File: src/rtl/csd_decoder_pkg.sv
`default_nettype none
// ============================================================================
//  Module      : csd_decoder_pkg
//  Description : Shared CSD digit codes and the decode/convert state encoding.
//  Revision    : 1.0  initial release
// ============================================================================
package csd_decoder_pkg;

    // One digit per memory word: zero, plus one, minus one
    localparam logic [7:0] CSD_ZERO = 8'h00;
    localparam logic [7:0] CSD_POS  = 8'h01;
    localparam logic [7:0] CSD_NEG  = 8'hFF;

    typedef enum logic [1:0] {
        ST_IDLE = 2'd0,
        ST_RD   = 2'd1,
        ST_ACC  = 2'd2,
        ST_DONE = 2'd3
    } csd_state_t;

endpackage
`default_nettype wire

File: src/rtl/csd_decoder_if.sv
`default_nettype none
// ============================================================================
//  Module      : csd_decoder_if
//  Description : Control handshake, result bus and digit-memory port of the
//                CSD decoder.
//  Revision    : 1.0  initial release
// ============================================================================
interface csd_decoder_if #(
    parameter int ADDR_W = 4,
    parameter int DATA_W = 8,
    parameter int OUT_W  = 17
);
    logic                     start;
    logic [ADDR_W-1:0]        memAddr;
    logic                     memRe;
    logic [DATA_W-1:0]        memData;
    logic                     busy;
    logic                     done;
    logic signed [OUT_W-1:0]  result;
    logic                     errCode;
    logic                     errAdj;

    // Decoder side: masters the memory port and drives the result
    modport master (
        input  start, memData,
        output memAddr, memRe, busy, done, result, errCode, errAdj
    );

    // Environment side: memory plus the controller that launches decodes
    modport slave (
        output start, memData,
        input  memAddr, memRe, busy, done, result, errCode, errAdj
    );
endinterface
`default_nettype wire

File: src/rtl/csd_decoder_digit_check.sv
`default_nettype none
// ============================================================================
//  Module      : csd_decoder_digit_check
//  Description : Classifies one memory word as +1, -1, 0 or an illegal code.
//  Revision    : 1.0  initial release
// ============================================================================
module csd_decoder_digit_check
    import csd_decoder_pkg::*;
#(
    parameter int DATA_W = 8
) (
    input  wire logic [DATA_W-1:0] data,
    output logic                   is_pos,
    output logic                   is_neg,
    output logic                   is_bad
);

    // Pure decode of the three legal codes; anything else is flagged bad
    always_comb begin
        is_pos = (data == DATA_W'(CSD_POS));
        is_neg = (data == DATA_W'(CSD_NEG));
        is_bad = !is_pos && !is_neg && (data != DATA_W'(CSD_ZERO));
    end

endmodule
`default_nettype wire

File: src/rtl/csd_decoder.sv
`default_nettype none
// ============================================================================
//  Module      : csd_decoder
//  Description : Reads N_DIGITS CSD digits LSB-first from the digit memory,
//                validates them and rebuilds the signed binary value.
//  Revision    : 1.0  initial release
// ============================================================================
module csd_decoder
    import csd_decoder_pkg::*;
#(
    parameter int N_DIGITS = 16,
    parameter int ADDR_W   = 4,
    parameter int DATA_W   = 8,
    parameter int OUT_W    = 17
) (
    input  wire logic     clk,
    input  wire logic     reset,
    csd_decoder_if.master bus
);

    csd_state_t          r_state;
    logic [ADDR_W-1:0]   r_idx;
    logic [OUT_W-1:0]    r_acc;
    logic                r_prev_nz;
    logic [ADDR_W-1:0]   r_mem_addr;
    logic                r_mem_re;
    logic                r_busy;
    logic                r_done;
    logic [OUT_W-1:0]    r_result;
    logic                r_err_code;
    logic                r_err_adj;

    logic                w_is_pos;
    logic                w_is_neg;
    logic                w_is_bad;
    logic                w_nz;
    logic                w_last;
    logic [OUT_W-1:0]    w_weight;
    logic [OUT_W-1:0]    w_acc_next;

    csd_decoder_digit_check #(
        .DATA_W (DATA_W)
    ) u_digit_check (
        .data   (bus.memData),
        .is_pos (w_is_pos),
        .is_neg (w_is_neg),
        .is_bad (w_is_bad)
    );

    // Weight 2^i and the accumulator after folding in the digit now on memData
    always_comb begin
        w_nz       = w_is_pos || w_is_neg;
        w_last     = (r_idx == ADDR_W'(N_DIGITS - 1));
        w_weight   = OUT_W'(1) << r_idx;
        w_acc_next = r_acc;
        if (w_is_pos) begin
            w_acc_next = r_acc + w_weight;
        end else if (w_is_neg) begin
            w_acc_next = r_acc - w_weight;
        end
    end

    // Decode FSM: one RD cycle issues the read, the following ACC cycle consumes it
    always_ff @(posedge clk or posedge reset) begin
        if (reset) begin
            r_state    <= ST_IDLE;
            r_idx      <= '0;
            r_acc      <= '0;
            r_prev_nz  <= 1'b0;
            r_mem_addr <= '0;
            r_mem_re   <= 1'b0;
            r_busy     <= 1'b0;
            r_done     <= 1'b0;
            r_result   <= '0;
            r_err_code <= 1'b0;
            r_err_adj  <= 1'b0;
        end else begin
            case (r_state)
                ST_IDLE: begin
                    r_done <= 1'b0;
                    if (bus.start) begin
                        r_state    <= ST_RD;
                        r_idx      <= '0;
                        r_acc      <= '0;
                        r_prev_nz  <= 1'b0;
                        r_err_code <= 1'b0;
                        r_err_adj  <= 1'b0;
                        r_mem_addr <= '0;
                        r_mem_re   <= 1'b1;
                        r_busy     <= 1'b1;
                    end
                end
                ST_RD: begin
                    r_mem_re <= 1'b0;
                    r_state  <= ST_ACC;
                end
                ST_ACC: begin
                    r_acc     <= w_acc_next;
                    r_prev_nz <= w_nz;
                    if (w_is_bad) begin
                        r_err_code <= 1'b1;
                    end
                    if (w_nz && r_prev_nz) begin
                        r_err_adj <= 1'b1;
                    end
                    if (w_last) begin
                        // Counter parks on the last digit; result is published with done
                        r_state  <= ST_DONE;
                        r_result <= w_acc_next;
                        r_done   <= 1'b1;
                    end else begin
                        r_idx      <= r_idx + ADDR_W'(1);
                        r_mem_addr <= r_idx + ADDR_W'(1);
                        r_mem_re   <= 1'b1;
                        r_state    <= ST_RD;
                    end
                end
                ST_DONE: begin
                    r_done  <= 1'b0;
                    r_busy  <= 1'b0;
                    r_state <= ST_IDLE;
                end
                default: begin
                    r_state <= ST_IDLE;
                end
            endcase
        end
    end

    assign bus.memAddr = r_mem_addr;
    assign bus.memRe   = r_mem_re;
    assign bus.busy    = r_busy;
    assign bus.done    = r_done;
    assign bus.result  = r_result;
    assign bus.errCode = r_err_code;
    assign bus.errAdj  = r_err_adj;

endmodule
`default_nettype wire

File: src/flat_wrapper.sv
// flat-port wrapper written by rule: the top's interface ports become plain ports
module csd_decoder_flat import csd_decoder_pkg::*;
#(
    parameter int N_DIGITS = 16,
    parameter int ADDR_W   = 4,
    parameter int DATA_W   = 8,
    parameter int OUT_W    = 17
)
  (clk, reset, bus_start, bus_memData, bus_memAddr, bus_memRe, bus_busy, bus_done, bus_result, bus_errCode, bus_errAdj);
  csd_decoder_if #(.ADDR_W(ADDR_W), .DATA_W(DATA_W), .OUT_W(OUT_W)) bus_i ();
  input  wire logic clk;
  input  wire logic reset;
  input wire logic [$bits(bus_i.start)-1:0] bus_start;
  input wire logic [$bits(bus_i.memData)-1:0] bus_memData;
  output wire logic [$bits(bus_i.memAddr)-1:0] bus_memAddr;
  output wire logic [$bits(bus_i.memRe)-1:0] bus_memRe;
  output wire logic [$bits(bus_i.busy)-1:0] bus_busy;
  output wire logic [$bits(bus_i.done)-1:0] bus_done;
  output wire logic [$bits(bus_i.result)-1:0] bus_result;
  output wire logic [$bits(bus_i.errCode)-1:0] bus_errCode;
  output wire logic [$bits(bus_i.errAdj)-1:0] bus_errAdj;
  assign bus_i.start = bus_start;
  assign bus_i.memData = bus_memData;
  assign bus_memAddr = bus_i.memAddr;
  assign bus_memRe = bus_i.memRe;
  assign bus_busy = bus_i.busy;
  assign bus_done = bus_i.done;
  assign bus_result = bus_i.result;
  assign bus_errCode = bus_i.errCode;
  assign bus_errAdj = bus_i.errAdj;
  csd_decoder #(.N_DIGITS(N_DIGITS), .ADDR_W(ADDR_W), .DATA_W(DATA_W), .OUT_W(OUT_W)) u_core (.clk(clk), .reset(reset), .bus(bus_i));
endmodule
File: config.mk
export PLATFORM = sky130hd
export DESIGN_NAME = csd_decoder_flat
export DESIGN_NICKNAME = d
export VERILOG_FILES = /design/src/rtl/csd_decoder_pkg.sv /design/src/rtl/csd_decoder_if.sv /design/src/rtl/csd_decoder_digit_check.sv /design/src/rtl/csd_decoder.sv /design/src/flat_wrapper.sv
export SDC_FILE = /design/constraint.sdc
export NUM_CORES = 1
export LEC_CHECK = 0
export BUFFER_PORTS_ARGS = -buffer_cell sky130_fd_sc_hd__buf_2
export CAP_MARGIN = 40
export CORE_UTILIZATION = 35
export DETAILED_ROUTE_END_ITERATION = 16
export GPL_TIMING_DRIVEN = 0
export SLEW_MARGIN = 30
export SYNTH_ARGS = -nofsm -noshare
export SYNTH_HDL_FRONTEND = slang
export SYNTH_SLANG_ARGS = --single-unit
File: constraint.sdc
create_clock -name clk -period 3.94 [get_ports clk]
set_clock_uncertainty 0.05 [all_clocks]
set_input_delay 0.197 -clock clk [delete_from_list [all_inputs] [get_ports clk]]
set_output_delay 0.197 -clock clk [all_outputs]
set_load 0.01 [all_outputs]
==> results.ini, run 1 <==
[clock_network]
cts_tree=yes
clk_path_buf_depth=2
numCtsBuffers=5
root_buffer=clkbuf_16
clkLatencyLatePin_ns=0.30
post_cts_buffers=0
clkTransAtPathRegs_ns=0.07
clock_sinks=46
ctsHtreeMaxLevel=2

[cells_and_area]
diodes=0
fin_util_pct=41.4
seq_area_um2=1150
fill_cells=1138
drive_gt1_share_pct=10.5
multiInputGateArea_um2=2640
nNetsFinal=620
area.growth.synth_to_final_pct=13.0

[grt]
grtUsageTotal_pct=22.0
grt_pass1_vias=3921
grt_max_degree=47
grt_first_pass_wirelength_mm=20.1
grt_overflow=0
antenna_found_initial=0

[synthesis]
yosysSeqAreaShare_pct=28.5
avgSynthCellArea_um2=7.82
ys_top_cells_by_area=dfrtp_1, ha_1, nand2_1
ys_ff_latch=46
synth_most_common_cell=nand2_1
netlist_area_um2=4040
async_reset_ff_share_pct=100
ys_warn_count=0
ys.flop_type=dfrtp_1
yosysTopAreaCell=dfrtp_1
ys_types=65
synth_common_cells=nand2_1, nor2_1, dfrtp_1
synth-edff-count=0
syn_inst=517
syn-num-nets=575
synth_top_area_share_pct=28.5

[critical_path]
crit_arrival_ns=3.68
critPathLaunchType=flip-flop
cp.required_ns=4.05
critPathLaunch=u_core.r_idx[3]
timing.rr.start=u_core.r_idx[3]
endpoint_kind=flip-flop
worstPathMaxFanout=10
worstSetupPathType=flip-flop to flip-flop

[floorplanning]
initial_utilization_pct=36.6
die_x_um=109
row_count=38
coreArea_um2=11000
die_y_um=109
pin_count=37
dieArea_um2=12000

[hold_path]
holdCritStartpoint=bus_start
hp-class=primary input to flip-flop

[sta]
worst_slack_ns=0.370
drv_slew=0
min_period_ns=3.57
max_freq_mhz=280
fin_setup_tns_ns=0
hold_viol=0
slew_headroom_pct=51.7
whs_ns=0.255
setup_viol=0
max_slew.worst_pin.slew_ns=0.724
fin_crit_sh_pct=90.6
rsz0062_at_grt=no

[status]
status=completed

[route]
drt_iter0_drc=315
vias=4112
drtPass1Iterations=6
drc=0
viasPerCell=5.85
wire_per_inst_um=17.7
ant_nets=0
finalWirelength_mm=12.5

[place]
dp_slack_ns=0.444
port_buffers=36
hpwl_mm=9.43
gp_congestion=0.888

[power_and_ir_drop]
p_leak_nw=2.31
power_density_nw_per_um2=522
p_total_mw=2.38
vdd_drop_max_uv=306

[flow_run]
cap_viol_max_count=0

[routing by layer]
| layer | track usage (%) | routed length, um |
|---|---|---|
| met1 | 29.9 | 5610 |
| met2 | 35.8 | 5760 |
| met3 | 2.79 | 809 |
| met4 | 7.90 | 294 |
| met5 | 0 | 0 |
[cell families after synthesis]
| family | after synthesis | synth area share, % |
|---|---|---|
| AOI/OAI and AO/OA | 178 | 29.7 |
| muxes | 2 | 0.526 |
| DFF | 46 | 28.5 |
| buffers and inverters | 67 | 6.31 |
| and+or+nand+nor | 176 | 19.9 |
| adders and majority gates | 47 | 14.9 |
| xor gates and xnor gates | 1 | 0.217 |
[power by group]
| part | switching [mW] | internal (mW) |
|---|---|---|
| combinational | 0.841 | 0.477 |
| clock | 0.195 | 0.252 |
| sequential | 0.0721 | 0.546 |
| total | 1.11 | 1.27 |
[worst max-delay path, stage by stage, from the launching register on]
cell	delay, ns
dfrtp_1	0.44
clkbuf_1	0.23
nor2_1	0.22
and2_1	0.20
ha_1	0.18
inv_1	0.05
fa_1	0.41
nor2_1	0.16
o211ai_1	0.17
a21oi_1	0.46
a21oi_1	0.14
a2bb2oi_1	0.16
o221ai_1	0.41
o21ai_0	0.15
[final timing paths]
check / end / slack (ns) / depth (start not counted)
worst max-delay path: u_core.r_acc[10] / 0.37 / 13
worst min-delay path: u_core.bus.busy / 0.25 / 3
worst max register to register: u_core.r_acc[10] / 0.37 / 13
worst min register to register: u_core.bus.result[5] / 0.43 / 2
max in group asynchronous: u_core.r_idx[1] / 2.96 / 3
min in group asynchronous: u_core.r_prev_nz / 0.48 / 3
[cells in the final DEF (no fill, tap or decap), types with 3 or more instances in the layout]
cell	count
nor2_1	47
nand2_1	65
nand3_1	12
o22ai_1	7
dfrtp_1	46
a211oi_1	5
o221ai_1	3
o41ai_1	6
a21o_1	7
o21ai_0	38
nand4_1	5
o21a_1	4
clkbuf_16	5
and3_1	3
clkbuf_1	22
a21oi_1	40
and2_1	7
nor2b_1	7
ha_1	45
inv_1	38
buf_2	40
o21ai_1	4
a22oi_1	3
a221oi_1	3
o21bai_1	6
nand2b_1	6
a221o_1	4
a31oi_1	7
nor3_1	13
o22a_1	3
o211ai_1	4
a22o_1	5
o31ai_1	5
[per-stage QoR]
| stage | instance area (um2) | cells |
|---|---|---|
| global route | 4570 | 703 |
| floorplan | 4040 | 517 |
| finish | 4570 | 703 |
| CTS | 4570 | 703 |
| global placement | 4400 | 693 |
| detailed placement | 4410 | 694 |
[registers in the layout, indices dropped and copies added (netlist names)]
register	flops
u_core.bus.busy	1
u_core.bus.done	1
u_core.bus.errAdj	1
u_core.bus.errCode	1
u_core.bus.memRe	1
u_core.bus.result	17
u_core.r_acc	17
u_core.r_idx	4
u_core.r_prev_nz	1
u_core.r_state	2
[cell type report]
cell class / instances / area share (%)
Inverter: 40 / 3.34
Multi-Input combinational cell: 404 / 57.7
Buffer: 27 / 2.30
Clock buffer: 6 / 3.04
Sequential cell: 46 / 25.2
Timing Repair Buffer: 38 / 4.27
Tap cell: 140 / 3.84
Clock inverter: 2 / 0.274
[repair_timing]
| item | in CTS | in global routing |
|---|---|---|
| hold endpoints to repair | 46 | 0 |
| resized for setup | 0 | 0 |
| hold buffers | 1 | 0 |
| setup endpoints to repair | 0 | 0 |
Power figures use the tool's default switching activity.
==> inputs of run 2 (changes only) <==
==> constraint.sdc (replaced) <==
create_clock -name clk -period 3.94 [get_ports clk]
set_clock_uncertainty 0.05 [all_clocks]
set_input_delay 0.394 -clock clk [delete_from_list [all_inputs] [get_ports clk]]
set_output_delay 0.394 -clock clk [all_outputs]
set_load 0.01 [all_outputs]
==> run 2 against run 1 <==
  * Hold slack worse by 0.12 ns
  * Routed wire length down 0.61%
  * Non-clock buffer count fell by 1
  * Sequential power is essentially flat
  * First-iteration DRC count increased by 0.95%
  * Core utilization decreased by 0.091 points
  * Die area did not move
  * Sequential cell count did not move
  * Critical endpoint unchanged
==> results.ini, run 2 (synthesis results as in run 1) <==
[place]
hpwl_mm=9.43  ; unchanged
gp_congestion=0.888  ; unchanged
dp_slack_ns=0.444  ; unchanged
dpl.cell_count=694  ; unchanged
port_buffers=36  ; unchanged

[floorplanning]
coreArea_um2=11000  ; unchanged
row_count=38  ; unchanged
dieArea_um2=12000  ; unchanged
die_x_um=109  ; unchanged
initial_utilization_pct=36.6  ; unchanged
pin_count=37  ; unchanged
die_y_um=109  ; unchanged

[clock_network]
numCtsBuffers=5  ; unchanged
root_buffer=clkbuf_16  ; unchanged
cts_tree=yes  ; unchanged
clock_sinks=46  ; unchanged
ctsHtreeMaxLevel=2  ; unchanged
clkLatencyLatePin_ns=0.30  ; about the same
clk_path_buf_depth=2  ; unchanged
post_cts_buffers=0  ; unchanged
holdBufCountCts=0  ; was 1
clkTransAtPathRegs_ns=0.07  ; about the same
post_cts_resize_count=0  ; unchanged

[cells_and_area]
fin_util_pct=41.3  ; was 41.4%
nNetsFinal=619  ; was 620
area.growth.synth_to_final_pct=12.7  ; was 13.0%
layout_commonest_cell=nand2_1  ; unchanged
mostFrequentLayoutCells=nand2_1, nor2_1, dfrtp_1, ha_1  ; unchanged
drive_gt1_share_pct=10.5  ; about the same
finalNonFillerCells=702  ; was 703
diodes=0  ; unchanged

[critical_path]
cp.required_ns=4.05  ; about the same
r2r_cells=13  ; unchanged
worstSetupPathType=flip-flop to flip-flop  ; unchanged
endpoint_kind=flip-flop  ; unchanged
worstPathMaxFanout=10  ; unchanged
crit_arrival_ns=3.66  ; was 3.68 ns
critPathLaunchType=flip-flop  ; unchanged

[sta]
max_slew.worst_pin.slew_ns=0.713  ; was 0.724 ns
worst_slack_ns=0.390  ; was 0.370 ns
drv_slew=0  ; unchanged
min_period_ns=3.55  ; was 3.57 ns
fin_crit_sh_pct=90.1  ; was 90.6%
rsz0062_at_grt=no  ; unchanged
hold_viol=0  ; unchanged
setup_viol=0  ; unchanged
slew_headroom_pct=52.5  ; was 51.7%
fin_setup_tns_ns=0  ; unchanged
max_freq_mhz=282  ; was 280 MHz

[grt]
grt_overflow=0  ; unchanged
grt_first_pass_wirelength_mm=20.0  ; was 20.1 mm
grtUsageTotal_pct=22.0  ; about the same
antenna_found_initial=0  ; unchanged
grt_pass1_vias=3909  ; was 3921
grt_max_degree=47  ; unchanged

[route]
viasPerCell=5.88  ; was 5.85
wire_per_inst_um=17.6  ; was 17.7 um
ant_nets=0  ; unchanged
drc=0  ; unchanged
vias=4128  ; was 4112
drtPass1Iterations=5  ; was 6
finalWirelength_mm=12.4  ; was 12.5 mm
drt_iter0_drc=318  ; was 315

[status]
status=completed  ; unchanged

[power_and_ir_drop]
switchingPower_mw=1.10  ; was 1.11 mW
p_seq_share_pct=25.9  ; about the same
vdd_drop_max_uv=306  ; about the same
p_leak_nw=2.31  ; about the same
p_clk_share_pct=18.8  ; about the same
combPwrFrac_pct=55.3  ; about the same
power_density_nw_per_um2=522  ; about the same
swShare_pct=46.4  ; was 46.5%
p_int_mw=1.27  ; about the same

[hold_path]
hp-class=primary input to async pin  ; was primary input to flip-flop

[flow_run]
cap_viol_max_count=0  ; unchanged

==> run 2: layout make-up <==
cell class	instances	area, um2
Fill cell	1139	6470
Multi-Input combinational cell	404	2640
Sequential cell	46	1150
Timing Repair Buffer	37	185
Tap cell	140	175
Inverter	40	153
Clock buffer	6	139
Buffer	27	105
Clock inverter	2	12.5
==> run 2: power groups by stage <==
stage	combinational [mW]	clock [mW]	sequential, mW
final	1.31	0.447	0.617
after global routing	1.46	0.472	0.628
after CTS	1.31	0.456	0.617
after detailed placement	1.30	0	0.626
after global placement	1.27	0	0.621
after floorplan	0.913	0	0.635
==> run 2: metal layers <==
layer	global-route usage, %	share of wire [%]	vias up
met5	0	0	-
met4	7.90	2.3	0
met3	2.79	7.0	18
met2	35.8	47	183
li1	-	-	1958
met1	29.9	44	1969
==> run 2: through the flow <==
step | hold slack, ns | power (mW) | area (um2)
after global routing | 0.185 | 2.56 | 4560
after floorplan | 0.397 | 1.55 | 4040
after global placement | 0.408 | 1.89 | 4400
after detailed placement | 0.418 | 1.93 | 4410
final | 0.130 | 2.38 | 4560
after CTS | 0.147 | 2.38 | 4560
==> run 2: worst max-delay path, cell delays in order, from the launching register on <==
cell and delay [ns]:
dfrtp_1 0.44, clkbuf_1 0.23, nor2_1 0.22, and2_1 0.20, ha_1 0.18, inv_1 0.05
fa_1 0.41, nor2_1 0.15, o211ai_1 0.17, a21oi_1 0.47, a21oi_1 0.14, a2bb2oi_1 0.16
o221ai_1 0.40, o21ai_0 0.15
==> run 2: path summary, 6_finish.rpt <==
path	start	to	slack (ns)
hold reg to reg	u_core.bus.result[5]	u_core.bus.result[5]	0.43
hold / removal	reset	u_core.bus.busy	0.13
setup reg to reg	u_core.r_idx[3]	u_core.r_acc[10]	0.39
min in group clk	u_core.bus.result[5]	u_core.bus.result[5]	0.43
setup / recovery	u_core.r_idx[3]	u_core.r_acc[10]	0.39
max in group asynchronous	reset	u_core.r_idx[1]	3.31
==> inputs of run 3 (changes only) <==
- SETUP_SLACK_MARGIN: unset -> 0.4
==> run 3 against run 2 <==
  * Critical path type unchanged
  * Power up 0.91%
  * First-iteration DRC count grew 7.9%
  * Register-to-register slack gained 0.24 ns
  * Fmax increased by 7.2%
  * Global-route usage unchanged
  * Critical path depth fell by 1
  * Die area unchanged
  * Setup slack gained 0.24 ns
  * Combinational power barely moved
  * Highest routed layer unchanged
  * Hold slack improved by 0.00061 ns
==> results.ini, run 3 (synthesis results as in run 1) <==
[status]
status=completed  ; unchanged

[power_and_ir_drop]
p_clk_share_pct=18.6  ; was 18.8%
p_seq_share_pct=25.7  ; was 25.9%
switchingPower_mw=1.11  ; was 1.10 mW
p_int_mw=1.29  ; was 1.27 mW
combPwrFrac_pct=55.7  ; was 55.3%
p_leak_nw=2.31  ; about the same
vdd_drop_max_uv=306  ; about the same
swShare_pct=46.4  ; about the same
power_density_nw_per_um2=523  ; was 522 nW/um2

[route]
wire_per_inst_um=17.8  ; was 17.6 um
viasPerCell=5.84  ; was 5.88
drtPass1Iterations=5  ; unchanged
finalWirelength_mm=12.5  ; was 12.4 mm
ant_nets=0  ; unchanged
drc=0  ; unchanged
vias=4097  ; was 4128
drt_iter0_drc=343  ; was 318

[clock_network]
clk_path_buf_depth=2  ; unchanged
holdBufCountCts=0  ; unchanged
numCtsBuffers=5  ; unchanged
clkLatencyLatePin_ns=0.30  ; about the same
cts_tree=yes  ; unchanged
ctsHtreeMaxLevel=2  ; unchanged
root_buffer=clkbuf_16  ; unchanged
clkTransAtPathRegs_ns=0.07  ; about the same
clock_sinks=46  ; unchanged

[floorplanning]
die_y_um=109  ; unchanged
initial_utilization_pct=36.6  ; unchanged
pin_count=37  ; unchanged
die_x_um=109  ; unchanged
dieArea_um2=12000  ; unchanged
row_count=38  ; unchanged
coreArea_um2=11000  ; unchanged

[grt]
grtUsageTotal_pct=22.0  ; unchanged
antenna_found_initial=0  ; unchanged
grt_overflow=0  ; unchanged
grt_max_degree=47  ; unchanged
grt_pass1_vias=3909  ; unchanged
grt_first_pass_wirelength_mm=20.0  ; unchanged

[sta]
slew_headroom_pct=52.6  ; was 52.5%
drv_slew=0  ; unchanged
setup_viol=0  ; unchanged
fin_crit_sh_pct=84.0  ; was 90.1%
hold_viol=0  ; unchanged
rsz0062_at_grt=no  ; unchanged
worst_slack_ns=0.630  ; was 0.390 ns
max_freq_mhz=302  ; was 282 MHz
max_slew.worst_pin.slew_ns=0.711  ; was 0.713 ns
fin_setup_tns_ns=0  ; unchanged
min_period_ns=3.31  ; was 3.55 ns

[critical_path]
r2r_cells=12  ; was 13
critPathLaunch=u_core.r_idx[0]  ; was u_core.r_idx[3]
timing.rr.start=u_core.r_idx[0]  ; was u_core.r_idx[3]
r2r-end=u_core.bus.result[14]  ; was u_core.r_acc[10]
crit_arrival_ns=3.42  ; was 3.66 ns
cp.required_ns=4.05  ; about the same
rrSetupSlack_ns=0.63  ; was 0.39 ns
critPathLaunchType=flip-flop  ; unchanged
endpoint_kind=flip-flop  ; unchanged
worstPathMaxFanout=8  ; was 10
worstSetupPathType=flip-flop to flip-flop  ; unchanged

[place]
dp_slack_ns=0.444  ; unchanged
port_buffers=36  ; unchanged
hpwl_mm=9.43  ; unchanged
gp_congestion=0.888  ; unchanged

[cells_and_area]
diodes=0  ; unchanged
area.growth.synth_to_final_pct=13.5  ; was 12.7%
drive_gt1_share_pct=11.7  ; was 10.5%
layout_commonest_cell=nand2_1  ; unchanged
mostFrequentLayoutCells=nand2_1, nor2_1, dfrtp_1, ha_1, buf_2  ; was nand2_1, nor2_1, dfrtp_1, ha_1
nNetsFinal=619  ; unchanged

[flow_run]
cap_viol_max_count=0  ; unchanged

[hold_path]
hp-class=primary input to async pin  ; unchanged

==> run 3: cell counts in the layout (fill, tap and decap cells not counted) <==
No cell type changed its count.
==> run 3: area by class of cell <==
| cell class | instances | area, um2 |
|---|---|---|
| timing repair buffer | 37 | 185 |
| buffer | 27 | 108 |
| inverter | 40 | 153 |
| multi-input combinational | 404 | 2670 |
| tap | 140 | 175 |
| sequential | 46 | 1150 |
| clock buffer | 6 | 139 |
| fill | 1141 | 6440 |
| clock inverter | 2 | 12.5 |
==> run 3: through the flow <==
| step | cells | area, um2 | hold slack [ns] | total power [mW] | util [%] |
|---|---|---|---|---|---|
| CTS | 702 | 4560 | 0.147 | 2.38 | 41.3 |
| global route | 702 | 4590 | 0.185 | 2.58 | 41.6 |
| detailed placement | 694 | 4410 | 0.418 | 1.93 | 39.9 |
| floorplan | 517 | 4040 | 0.397 | 1.55 | - |
| global placement | 693 | 4400 | 0.408 | 1.89 | 39.9 |
| finish | 702 | 4590 | 0.131 | 2.40 | 41.6 |
==> run 3: power by group through the flow <==
| stage | clock network, mW | registers (mW) | logic (mW) |
|---|---|---|---|
| finish | 0.447 | 0.617 | 1.34 |
| global route | 0.472 | 0.629 | 1.48 |
| CTS | 0.456 | 0.617 | 1.31 |
| detailed placement | 0 | 0.626 | 1.30 |
| global placement | 0 | 0.621 | 1.27 |
| floorplan | 0 | 0.635 | 0.913 |
==> run 3: how the worst max path moves through the flow <==
stage | to | slack [ns] | depth (start not counted)
after global placement | u_core.bus.result[14] | 0.45 | 13
after floorplan | u_core.bus.result[14] | 1.04 | 13
after detailed placement | u_core.r_acc[10] | 0.44 | 13
after CTS | u_core.r_acc[10] | 0.43 | 13
final | u_core.bus.result[14] | 0.63 | 12
after global routing | u_core.bus.result[14] | 0.36 | 13
==> run 3: layer usage <==
metal	global-route usage [%]	part of all wire (%)	wire, um
met4	7.90	2.4	302
met1	29.9	46	5700
met2	35.8	47	5840
met3	2.79	5.4	679
met5	0	0	0
==> run 3: timing repair <==
action | CTS | global route
endpoints found under the setup margin | 0 | 18
resized for setup | 0 | 10
setup buffers | 0 | 0
==> run 3: critical path, cell delays in order, from the launching register on <==
cell and delay, ns:
dfrtp_1 0.46, ha_1 0.28, ha_1 0.21, nand2b_1 0.16, inv_1 0.07, ha_1 0.25, or2_2 0.31, o211ai_1 0.29
a21oi_2 0.17, a221oi_1 0.37, a21oi_1 0.11, o21ai_0 0.28, a31oi_1 0.15
